## src/rtl/iq_buf_reader.sv

```systemverilog
// Drain side of the IQ record ring: fetches whole records over the
// register-read port and streams them out with tlast on the final word.
module iq_buf_reader #(
   parameter int ADC_CHANNEL = 8,
   parameter int FREQ_NUM    = 5,
   parameter int BUF_NUM     = 80
) (
   input  logic        clk,
   input  logic        rst,
   input  logic        enable,
   input  logic [15:0] iq_buf_write,
   input  logic        iq_buf_rst,
   output logic [15:0] iq_buf_read,
   output logic [15:0] reg_addr,
   output logic        reg_rd,
   input  logic [31:0] reg_readdata,
   input  logic        reg_ready,
   output logic [31:0] m_tdata,
   output logic        m_tvalid,
   input  logic        m_tready,
   output logic        m_tlast,
   output logic        m_tuser,
   output logic [31:0] rec_count,
   output logic        busy
);

   localparam int REG_NUM = ADC_CHANNEL*FREQ_NUM*2+3;
   localparam logic [15:0] REC_W     = 16'(REG_NUM);
   localparam logic [15:0] LAST_IDX  = 16'(REG_NUM-1);
   localparam logic [15:0] LAST_BASE = 16'(REG_NUM*(BUF_NUM-1));

   typedef enum logic [2:0] {
      S_IDLE, S_REQ, S_PUSH, S_ADV, S_FLUSH
   } state_t;

   state_t      state_q, state_d;
   logic [15:0] idx_q, idx_d;
   logic [15:0] rd_ptr_q, rd_ptr_d;
   logic [31:0] cnt_q, cnt_d;
   logic [31:0] data_q, data_d;
   logic        abort_q, abort_d;
   logic        abort_now;
   logic        is_last;

   always_ff @(posedge clk or posedge rst) begin
      if (rst) begin
         state_q  <= S_IDLE;
         idx_q    <= '0;
         rd_ptr_q <= '0;
         cnt_q    <= '0;
         data_q   <= '0;
         abort_q  <= 1'b0;
      end else begin
         state_q  <= state_d;
         idx_q    <= idx_d;
         rd_ptr_q <= rd_ptr_d;
         cnt_q    <= cnt_d;
         data_q   <= data_d;
         abort_q  <= abort_d;
      end
   end

   // A ring reset arriving mid-record truncates it at the word in flight.
   assign abort_now = abort_q | iq_buf_rst;
   assign is_last   = (idx_q == LAST_IDX);

   always_comb begin
      state_d  = state_q;
      idx_d    = idx_q;
      rd_ptr_d = rd_ptr_q;
      cnt_d    = cnt_q;
      data_d   = data_q;
      abort_d  = abort_q;
      unique case (state_q)
         S_IDLE: begin
            idx_d = '0;
            if (iq_buf_rst) begin
               rd_ptr_d = '0;
               cnt_d    = '0;
            end else if (enable && (rd_ptr_q != iq_buf_write)) begin
               state_d = S_REQ;
            end
         end
         S_REQ: begin
            abort_d = abort_now;
            if (reg_ready) begin
               data_d  = reg_readdata;
               state_d = S_PUSH;
            end
         end
         S_PUSH: begin
            abort_d = abort_now;
            if (m_tready) begin
               if (abort_now) begin
                  state_d = S_FLUSH;
               end else if (is_last) begin
                  state_d = S_ADV;
               end else begin
                  idx_d   = idx_q + 16'd1;
                  state_d = S_REQ;
               end
            end
         end
         S_ADV: begin
            idx_d   = '0;
            state_d = S_IDLE;
            if (iq_buf_rst) begin
               rd_ptr_d = '0;
               cnt_d    = '0;
            end else begin
               rd_ptr_d = (rd_ptr_q >= LAST_BASE) ? 16'd0
                                                  : rd_ptr_q + REC_W;
               cnt_d    = cnt_q + 32'd1;
            end
         end
         S_FLUSH: begin
            rd_ptr_d = '0;
            cnt_d    = '0;
            idx_d    = '0;
            abort_d  = 1'b0;
            state_d  = S_IDLE;
         end
         default: state_d = S_IDLE;
      endcase
   end

   assign iq_buf_read = rd_ptr_q;
   assign reg_addr    = rd_ptr_q + idx_q;
   assign reg_rd      = (state_q == S_REQ);
   assign m_tdata     = data_q;
   assign m_tvalid    = (state_q == S_PUSH);
   assign m_tlast     = m_tvalid & (is_last | abort_now);
   assign m_tuser     = m_tvalid & abort_now;
   assign rec_count   = cnt_q;
   assign busy        = (state_q != S_IDLE);

endmodule

```

## config.mk

```make
export PLATFORM = sky130hd
export DESIGN_NAME = iq_buf_reader
export DESIGN_NICKNAME = d
export VERILOG_FILES = /design/src/rtl/iq_buf_reader.sv
export SDC_FILE = /design/constraint.sdc
export NUM_CORES = 1
export LEC_CHECK = 0
export ABC_AREA = 1
export BUFFER_PORTS_ARGS = -buffer_cell sky130_fd_sc_hd__clkbuf_2
export CAP_MARGIN = 20
export CORE_ASPECT_RATIO = 1.5
export CORE_UTILIZATION = 60
export CTS_BUF_LIST = sky130_fd_sc_hd__clkbuf_2 sky130_fd_sc_hd__clkbuf_4 sky130_fd_sc_hd__clkbuf_8
export DETAILED_ROUTE_END_ITERATION = 16
export GPL_TIMING_DRIVEN = 1
export PLACE_DENSITY = 0.88
export SYNTH_ARGS = -nofsm -noshare
export SYNTH_HDL_FRONTEND = slang
export SYNTH_SLANG_ARGS = --single-unit
```

## constraint.sdc

```tcl
create_clock -name clk -period 6.12 [get_ports clk]
set_clock_uncertainty 0.1 [all_clocks]
set_input_delay 0.612 -clock clk [delete_from_list [all_inputs] [get_ports clk]]
set_output_delay 0.612 -clock clk [all_outputs]
set_load 0.01 [all_outputs]
```

==> metrics.md <==
| Metric | Value |
|---|---|
| Grt ovf | 0 |
| Core outline area | 10600 sq um |
| Clock sink total | 100 |
| Max-cap viol count | 0 |
| Global-route wire length before repair | 27.5 mm |
| Clock-pin slew on the worst setup and hold paths | 0.11 ns |
| Share of post-route cells with drive strength above 1 | 23.0% |
| Setup tns final | 0 ns |
| Top cells by count, synth | nand2_1, inv_1, dfrtp_1, nor2_1, nand3_1 |
| Post-synthesis async set-or-reset flop share | 100% |
| Post-synth top area share | 38.3% |
| Nets | 1113 |
| Setup bufs post-CTS | 0 |
| Synth-to-layout area growth | 16.7% |
| H-tree level count | 3 |
| Antenna Cells | 0 |
| Number of port buffers | 154 |
| Synth cell types | 43 |
| Worst slew pin tran | 0.982 ns |
| Syn_nets | 962 |
| Slew Limit Headroom | 34.4% |
| Synthesized area | 6540 sq um |
| TritonCTS buffer count | 9 |
| Iteration-0 DRC Markers | 326 |
| CP endpoint kind | output pin |
| Top Metal Used | met4 |
| Drt pass-1 iters | 5 |
| Pwr/cell area | 336 nW/um^2 |
| Leading area contributor after synthesis | dfrtp_1 |
| Total GRT Usage | 31.0% |
| Die X-Extent | 87.2 microns |
| Die area | 11300 sq um |
| RSZ-0062 raised after global routing | no |
| Starting Density | 61.8% |
| Pre-CTS setup slack | 3.39 ns |
| Routed wl met3 | 967 microns |
| CP Data Required Time | 5.41 ns |
| CTS tree | done |
| Via density | 5.46 |
| CTS root buf | clkbuf_8 |
| Worst path max stage delay | 0.46 ns |
| Crit path buf inv count | 1 |
| Sequential-to-total area share from yosys stat | 38.3% |
| Vias post-DR | 6474 |
| Count leader, synth | nand2_1 |
| Tmin final | 3.14 ns |
| Worst Path Arrival | 2.42 ns |
| Worst path slowest cell | dfrtp_1 |
| CP max FO | 7 |
| Startpoint types | flop |
| Cell family with most CP delay | simple AND/OR/NAND/NOR gates |
| Die Height | 130 microns |
| DRC viols | 0 |
| Register bit total from synthesis | 100 |
| Final worst setup slack | 2.98 ns |
| Sequence of cells on the critical path | ha_1 -> nand2_1 -> o21ai_0 -> nand2_1 -> nand2_1 -> nand2_1 -> nand2_1 -> nand2_1 -> nand2_1 -> nand2_1 -> nand2_1 -> clkbuf_2 |
| PostCTS Resize Cnt | 0 |
| WL final | 17.3 mm |
| Peak Freq | 319 MHz |
| Rows | 46 |
| Met2 WL post-DR | 9.04 mm |
| Worst Setup Path Type | reg -> out |
| Fin crit share | 51.2% |
| Status | completed |
| Hold Vio Cnt, Final | 0 |
| Met1 wire length | 6.66 mm |
| Largest net degree at the start of global routing | 54 |
| Max clock buf depth | 2 |
| Endpoints failing setup | 0 |
| Synth Flop Type | dfrtp_1 |
| YS warnings | 0 |
| Cells after Synth | 886 |
| Post-DP HPWL | 13.5 mm |
| Fin util | 72.1% |
| Number of antenna violations at the first check in global routing | 0 |
| Final GP Congestion | 0.949 |
| Vias in the first global route | 6051 |
| Drt wl/cell | 14.6 microns |
| Leakage | 3.98 nW |
| Worst hold-check path type | in -> async |
| Syn avg cell area | 7.38 sq um |
| Skew-Pair Late Insertion Delay | 0.38 ns |
| Io pins | 155 |
| Hold-fix buffer count after cts | 0 |
| Number of enable flip-flop cells after synthesis | 0 |
| Antenna-violating nets left | 0 |
| Max VDD drop | 0.299 mV |
| Synth area leaders | dfrtp_1, nand2_1, inv_1 |
| Max-slew violations | 0 |
| Top cell by count, worst path | nand2_1 |
## registers in the layout, indices dropped and copies added (netlist names)
name and count:
m_tdata 32, rec_count 32, idx_q 16, iq_buf_read 16
state_q 3, abort_q 1
## per-stage QoR
stage | cell area, sq um | hold WS (ns) | power [mW] | instances
global placement | 7420 | 0.384 | 2.08 | 1170
detailed placement | 7420 | 0.392 | 2.13 | 1170
finish | 7630 | 0.185 | 2.56 | 1186
floorplan | 6540 | 0.364 | 1.77 | 886
CTS | 7630 | 0.197 | 2.56 | 1186
global route | 7630 | 0.233 | 2.74 | 1186
## cell type report
class | instances | area, sq um
Timing Repair Buffer | 156 | 786
Clock buffer | 9 | 124
Clock inverter | 7 | 88.8
Inverter | 126 | 475
Fill cell | 911 | 2960
Sequential cell | 100 | 2500
Multi-Input combinational cell | 644 | 3480
Tap cell | 144 | 180
## cell usage in the layout (no fill, tap or decap), types with 7 or more instances in the layout
master / Yosys / final
nand3_1: 63 / 63
inv_1: 117 / 116
o21ai_1: 23 / 23
nand4_1: 29 / 29
a21oi_1: 42 / 42
clkbuf_8: 0 / 9
o21ai_0: 25 / 25
xor2_1: 21 / 21
mux2_2: 32 / 32
ha_1: 21 / 21
clkbuf_2: 0 / 154
inv_2: 9 / 9
nor2_2: 7 / 7
dfrtp_1: 100 / 100
nand2_1: 241 / 241
nor2_1: 80 / 80
nor3_1: 18 / 18
## power breakdown
part | internal [mW] | switching (mW)
Clock | 0.166 | 0.279
Sequential | 0.817 | 0.138
Combinational | 0.410 | 0.752
Total | 1.39 | 1.17
## final timing paths
kind | to | slack, ns | from | cells past startpoint
max in group asynchronous | m_tdata[13] | 4.64 | rst | 3
worst max register to register | rec_count[27] | 3.35 | state_q[2] | 8
min in group clk | m_tdata[1] | 0.35 | reg_readdata[1] | 2
worst min register to register | abort_q | 0.41 | abort_q | 2
worst min-delay path | rec_count[27] | 0.18 | rst | 2
worst max-delay path | reg_addr[13] | 2.98 | idx_q[2] | 12
## metal layers
layer / vias to the layer above / track usage (%)
met3: 53 / 4.81
met5: - / 0
li1: 3173 / -
met1: 3006 / 35.7
met4: 0 / 15.8
met2: 242 / 55.1
## logic make-up (layout without fill, tap and decap cells)
| group | Yosys count | after routing | share of synthesized area, % |
|---|---|---|---|
| AND/OR/NAND/NOR | 461 | 461 | 31.5 |
| buffers and inverters | 142 | 298 | 8.57 |
| AO/OA/AOI/OAI | 104 | 104 | 8.46 |
| flip-flops | 100 | 100 | 38.3 |
| multiplexers | 32 | 32 | 5.51 |
| XOR/XNOR | 25 | 25 | 3.35 |
| adder cells (fa/ha/maj) | 22 | 22 | 4.32 |
No activity file was read; power rests on OpenSTA's default activity.
